File: src/rtl/keypad_scanner.sv
// keypad_scanner
// Scans a 4x4 active-low keypad matrix one column at a time, debounces
// presses and releases on a slow scan tick, and reports each accepted key.
// The key code is 4*row + column. Each accepted code is also shifted into a
// 16-bit entry register, newest digit in the low nibble.
//
// Ports
//   CLK        system clock, all logic on the rising edge
//   RST        asynchronous active-high reset
//   ROW[3:0]   keypad rows, active-low, asynchronous to CLK
//   CLR        synchronous clear of NUM (wins over a simultaneous key shift)
//   COL[3:0]   column drive, active-low, exactly one bit low
//   KEY_VALID  one-cycle pulse per accepted press
//   KEY_CODE   code of the last accepted key, held until the next press
//   NUM[15:0]  accumulated entry, newest digit in NUM[3:0]
module keypad_scanner #(
  parameter int SCAN_DIV       = 50000,
  parameter int DEBOUNCE_SCANS = 16
) (
  input  logic        CLK,
  input  logic        RST,
  input  logic [3:0]  ROW,
  input  logic        CLR,
  output logic [3:0]  COL,
  output logic        KEY_VALID,
  output logic [3:0]  KEY_CODE,
  output logic [15:0] NUM
);

  localparam int             TW        = (SCAN_DIV > 0) ? $clog2(SCAN_DIV + 1) : 1;
  localparam logic [TW-1:0]  TICK_LAST = TW'(SCAN_DIV);
  localparam logic [7:0]     DB_LAST   = 8'(DEBOUNCE_SCANS);

  typedef enum logic [1:0] {
    SCAN     = 2'd0,
    DEBOUNCE = 2'd1,
    PRESSED  = 2'd2,
    RELEASE  = 2'd3
  } state_t;

  logic [3:0]    row_meta_r;
  logic [3:0]    row_sync_r;
  logic [TW-1:0] tick_cnt_r;
  logic          tick_s;
  state_t        state_r;
  state_t        state_nxt_s;
  logic [7:0]    db_cnt_r;
  logic [7:0]    db_cnt_nxt_s;
  logic [1:0]    row_idx_r;
  logic [1:0]    row_idx_nxt_s;
  logic [3:0]    col_r;
  logic [3:0]    col_nxt_s;
  logic          key_valid_r;
  logic [3:0]    key_code_r;
  logic [3:0]    key_code_nxt_s;
  logic [15:0]   num_r;

  // True when exactly one row line is low; chords and idle both read false.
  function automatic logic single_low(input logic [3:0] row);
    case (row)
      4'b1110, 4'b1101, 4'b1011, 4'b0111: single_low = 1'b1;
      default:                            single_low = 1'b0;
    endcase
  endfunction

  // Position of the low bit in a one-hot-low pattern (rows or columns).
  function automatic logic [1:0] low_index(input logic [3:0] pat);
    case (pat)
      4'b1110: low_index = 2'd0;
      4'b1101: low_index = 2'd1;
      4'b1011: low_index = 2'd2;
      4'b0111: low_index = 2'd3;
      default: low_index = 2'd0;
    endcase
  endfunction

  // Row pattern that a held single key at row idx presents.
  function automatic logic [3:0] row_pattern(input logic [1:0] idx);
    row_pattern = ~(4'b0001 << idx);
  endfunction

  // Next active column: 1110 -> 1101 -> 1011 -> 0111 -> 1110.
  function automatic logic [3:0] col_advance(input logic [3:0] col);
    col_advance = {col[2:0], col[3]};
  endfunction

  assign tick_s = (tick_cnt_r == TICK_LAST);

  // Two-flop synchronizer for the asynchronous row inputs.
  always_ff @(posedge CLK or posedge RST) begin
    if (RST) begin
      row_meta_r <= 4'hF;
      row_sync_r <= 4'hF;
    end else begin
      row_meta_r <= ROW;
      row_sync_r <= row_meta_r;
    end
  end

  // Free-running scan tick divider, wraps after SCAN_DIV.
  always_ff @(posedge CLK or posedge RST) begin
    if (RST) begin
      tick_cnt_r <= '0;
    end else if (tick_s) begin
      tick_cnt_r <= '0;
    end else begin
      tick_cnt_r <= tick_cnt_r + TW'(1);
    end
  end

  // Scanner FSM next-state, debounce count, column and code selection.
  always_comb begin
    state_nxt_s    = state_r;
    db_cnt_nxt_s   = db_cnt_r;
    row_idx_nxt_s  = row_idx_r;
    col_nxt_s      = col_r;
    key_code_nxt_s = key_code_r;
    case (state_r)
      SCAN: begin
        if (tick_s) begin
          if (single_low(row_sync_r)) begin
            // Column stays put so the same key is re-sampled while debouncing.
            row_idx_nxt_s = low_index(row_sync_r);
            db_cnt_nxt_s  = 8'd1;
            if (DB_LAST == 8'd1) begin
              state_nxt_s    = PRESSED;
              key_code_nxt_s = {low_index(row_sync_r), low_index(col_r)};
            end else begin
              state_nxt_s = DEBOUNCE;
            end
          end else begin
            col_nxt_s = col_advance(col_r);
          end
        end else begin
          state_nxt_s = state_r;
        end
      end
      DEBOUNCE: begin
        if (tick_s) begin
          if (row_sync_r == row_pattern(row_idx_r)) begin
            db_cnt_nxt_s = db_cnt_r + 8'd1;
            if (db_cnt_r + 8'd1 == DB_LAST) begin
              state_nxt_s    = PRESSED;
              key_code_nxt_s = {row_idx_r, low_index(col_r)};
            end else begin
              state_nxt_s = DEBOUNCE;
            end
          end else begin
            // Bounce or changed pattern: give up and move on to the next column.
            db_cnt_nxt_s = 8'd0;
            col_nxt_s    = col_advance(col_r);
            state_nxt_s  = SCAN;
          end
        end else begin
          state_nxt_s = state_r;
        end
      end
      PRESSED: begin
        state_nxt_s  = RELEASE;
        db_cnt_nxt_s = 8'd0;
      end
      RELEASE: begin
        if (tick_s) begin
          if (row_sync_r == 4'hF) begin
            if (db_cnt_r + 8'd1 == DB_LAST) begin
              db_cnt_nxt_s = 8'd0;
              col_nxt_s    = col_advance(col_r);
              state_nxt_s  = SCAN;
            end else begin
              db_cnt_nxt_s = db_cnt_r + 8'd1;
            end
          end else begin
            // Key still down: restart the release count, never auto-repeat.
            db_cnt_nxt_s = 8'd0;
          end
        end else begin
          state_nxt_s = state_r;
        end
      end
      default: begin
        state_nxt_s  = SCAN;
        db_cnt_nxt_s = 8'd0;
      end
    endcase
  end

  // FSM state, debounce counter, latched row and column drive registers.
  always_ff @(posedge CLK or posedge RST) begin
    if (RST) begin
      state_r   <= SCAN;
      db_cnt_r  <= 8'd0;
      row_idx_r <= 2'd0;
      col_r     <= 4'b1110;
    end else begin
      state_r   <= state_nxt_s;
      db_cnt_r  <= db_cnt_nxt_s;
      row_idx_r <= row_idx_nxt_s;
      col_r     <= col_nxt_s;
    end
  end

  // Registered key outputs; valid/code land in the PRESSED cycle, NUM shifts as it ends.
  always_ff @(posedge CLK or posedge RST) begin
    if (RST) begin
      key_valid_r <= 1'b0;
      key_code_r  <= 4'h0;
      num_r       <= 16'h0000;
    end else begin
      key_valid_r <= (state_nxt_s == PRESSED);
      key_code_r  <= key_code_nxt_s;
      if (CLR) begin
        num_r <= 16'h0000;
      end else if (state_r == PRESSED) begin
        num_r <= {num_r[11:0], key_code_r};
      end else begin
        num_r <= num_r;
      end
    end
  end

  assign COL       = col_r;
  assign KEY_VALID = key_valid_r;
  assign KEY_CODE  = key_code_r;
  assign NUM       = num_r;

endmodule

File: config.mk
export PLATFORM = sky130hd
export DESIGN_NAME = keypad_scanner
export DESIGN_NICKNAME = d
export VERILOG_FILES = /design/src/rtl/keypad_scanner.sv
export SDC_FILE = /design/constraint.sdc
export NUM_CORES = 1
export LEC_CHECK = 0
export CORE_MARGIN = 2
export CORE_UTILIZATION = 40
export CTS_CLUSTER_SIZE = 30
export DETAILED_ROUTE_END_ITERATION = 16
export GPL_ROUTABILITY_DRIVEN = 0
export GPL_TIMING_DRIVEN = 0
export PLACE_DENSITY = 0.7
export SLEW_MARGIN = 20
export SYNTH_ARGS = -nofsm -noshare
export SYNTH_HDL_FRONTEND = slang
export SYNTH_SLANG_ARGS = --single-unit
File: constraint.sdc
create_clock -name CLK -period 6.6 [get_ports CLK]
set_input_delay 0.99 -clock CLK [delete_from_list [all_inputs] [get_ports CLK]]
set_output_delay 0.99 -clock CLK [all_outputs]
set_load 0.05 [all_outputs]
==> flow_summary.ini <==
[clock_tree]
ctsLongestPathBuffers = 2
cts_hold_buffers = 0
cts-resized-gates = 0
root_buffer = clkbuf_8
cts_sinks = 61
cts_tree = yes
clock_latency_ns = 0.34
htree_levels = 3
cts.clk_slew.worst_paths_ns = 0.06
cts_setup_buffers = 0
cts_buffers = 9

[routing]
first_pass_iters = 5
initialDrtViolationCount = 102
drc = 0
vias_per_cell = 5.099
wirelength_um = 5609
wire_per_inst_um = 13.23
num_vias = 2162
antenna_left = 0

[final_layout]
utilization = 0.5052
diodes = 0
final_layout_size_suffix_gt1_frac = 0.1231
nNetsFinal = 334
ff_latch_area_um2 = 1540
fill_cells = 670
multiInputGateArea_um2 = 1355
syn2layout_area_growth_pct = 23.22

[synthesis]
yosysTopAreaCell = dfrtp_1
synth_nets = 292
yosysWarnings = 0
yosysSeqAreaShare = 0.5207
avgSynthCellArea_um2 = 10.64
synthCells = 278
synth_top_area_share = 0.4230
synthTopCellsByArea = dfrtp_1 (42%), dfstp_2 (9.8%), mux2i_1 (5.4%)
synth_cell_types = 48
async_flop_share = 1.000
synth_most_common_cell = dfrtp_1
syn_area_um2 = 2958
synth_ff_type = dfrtp_1
synthTopCellsByCount = dfrtp_1 (50), nor2_1 (40), nand2_1 (25), mux2i_1 (16), nand3_1 (14)
synth_edf_count = 0
ys_ff_latch = 61

[critical_path]
crit_path_end = COL[2]
r2r_end = COL[0]
max_stage_delay_ns = 0.81
path_delay_family = buffers and inverters
slowest_stage = clkdlybuf4s50_1
crit_path_end_kind = output port
cp.buffers_inverters = 1
crit_chain = clkdlybuf4s50_1
cp.required_ns = 5.61
cp_max_fo = 5
critPathLaunchType = register
crit_start = COL[2]
cp.depth = 1
path_class = reg -> out
timing.rr.start = db_cnt_r[0]
r2r_setup_slack_ns = 4.25
worst-endpoint-arrival_ns = 1.71
worst-r2r-cell-count = 6

[place]
place_ws_ns = 4.240
port_buffers = 30
dp_hpwl_um = 3899

[sta]
max_freq_mhz = 369.8
rsz0062_at_grt = no
slew_headroom = 0.5251
finalSetupViolations = 0
fin_ws_ns = 3.896
finalCritPeriodShare = 0.4097
holdWs_ns = 0.3572
finClkSkew_ns = 0.01139
max_slew.worst_pin.slew_ns = 0.7124
fin_crit_ns = 2.704
final-max-slew-violation-count = 0
finalHoldViolCount = 0
setup_tns_ns = 0

[die]
initial_core_util = 0.4100
ios = 32
core_um2 = 7214
fp.dieW_um = 89.99
rows = 31
die_h_um = 89.99
die_area_um2 = 8098

[power]
leakage_nw = 1.553
sw_frac_of_total = 0.1933
p_int_mw = 0.6462
power.share.clock = 0.500
pwr-share-seq = 0.475
power.switching_mw = 0.1548
p_per_area_nw_per_um2 = 219.8
ir_drop_uv = 151.9
combinationalPowerShare = 0.025

[global_routing]
grtUsageTotal = 0.1502
grt_pass1_vias = 2175
overflow = 0
grt_pass1_wl_um = 9922
antenna_found_initial = 0
grt_max_degree = 42

[status]
status = finished, final reports clean

[run]
drv_cap = 0

[worst_hold_path]
hp-class = reg -> reg
## sequential cells by signal, indices dropped and copies added, names as in the netlist
signal	cells
NUM	16
tick_cnt_r	16
db_cnt_r	8
COL	4
KEY_CODE	4
row_meta_r	4
row_sync_r	4
row_idx_r	2
state_r	2
KEY_VALID	1
## layout by cell type (no fill, tap or decap), types with 3 or more instances in the layout
cell type,n
bufinv_16,3
o22ai_1,4
dfrtp_1,50
xor2_1,9
mux2_1,4
and4_1,3
nor3b_1,3
mux2i_1,16
nor2_1,40
ha_1,7
nand2_1,25
mux2_2,4
a21o_1,4
a21oi_1,4
nand3_1,14
nand2b_1,3
clkbuf_8,10
nand4_1,10
dfstp_2,11
o21ai_0,8
inv_1,7
xnor2_1,10
clkbuf_1,6
clkdlybuf4s50_1,30
## power by group through the flow
stage | registers [mW] | logic (mW) | clock network [mW]
6_report | 0.380 | 0.0199 | 0.401
5_1_grt | 0.380 | 0.0234 | 0.427
4_1_cts | 0.380 | 0.0206 | 0.408
3_5_place_dp | 0.387 | 0.0206 | 0
3_3_place_gp | 0.387 | 0.0185 | 0
2_1_floorplan | 0.386 | 0.0121 | 0
## logic make-up (layout without fill, tap and decap cells)
logic type,after synthesis,after routing,share of synthesized area
buffers and inverters,16,63,0.02115
AOI/OAI and AO/OA,35,35,0.08968
xor gates and xnor gates,19,19,0.05626
and+or+nand+nor,116,116,0.1980
adders and majority gates,7,7,0.02961
DFF,61,61,0.5207
muxes,24,24,0.08460
## layout make-up
cell class,count,area share
flip-flops and latches,61,0.4226
clock buffers,12,0.03982
inverters,8,0.008925
repair buffers,31,0.08788
plain buffers,8,0.008925
multi-input cells,201,0.3718
clock inverters,4,0.02609
well taps,99,0.03399
## how the worst min path moves through the flow
| stage | startpoint | end | slack [ns] | cells past startpoint |
|---|---|---|---|---|
| after floorplan | row_meta_r[0] | row_sync_r[0] | 0.35 | 0 |
| after global placement | row_meta_r[0] | row_sync_r[0] | 0.35 | 0 |
| after detailed placement | row_meta_r[0] | row_sync_r[0] | 0.35 | 0 |
| after CTS | row_meta_r[0] | row_sync_r[0] | 0.36 | 0 |
| after global routing | row_meta_r[1] | row_sync_r[1] | 0.36 | 0 |
| final | row_meta_r[0] | row_sync_r[0] | 0.36 | 0 |
## through the flow
step	cell area (um2)	cells	total power, mW
3_5_place_dp	3405	408	0.4075
4_1_cts	3645	424	0.8091
3_3_place_gp	3382	407	0.4053
2_1_floorplan	2958	278	0.3985
6_report	3645	424	0.8010
5_1_grt	3645	424	0.8309
## layer usage
layer  vias up  track usage  routed length [um]
met1      1059       0.1936                2614
met4         0      0.07692                 106
li1       1064            -                   -
met2        31       0.2456                2737
met5         -            0                   0
met3         8      0.02431                 151
Power figures use the tool's default switching activity.
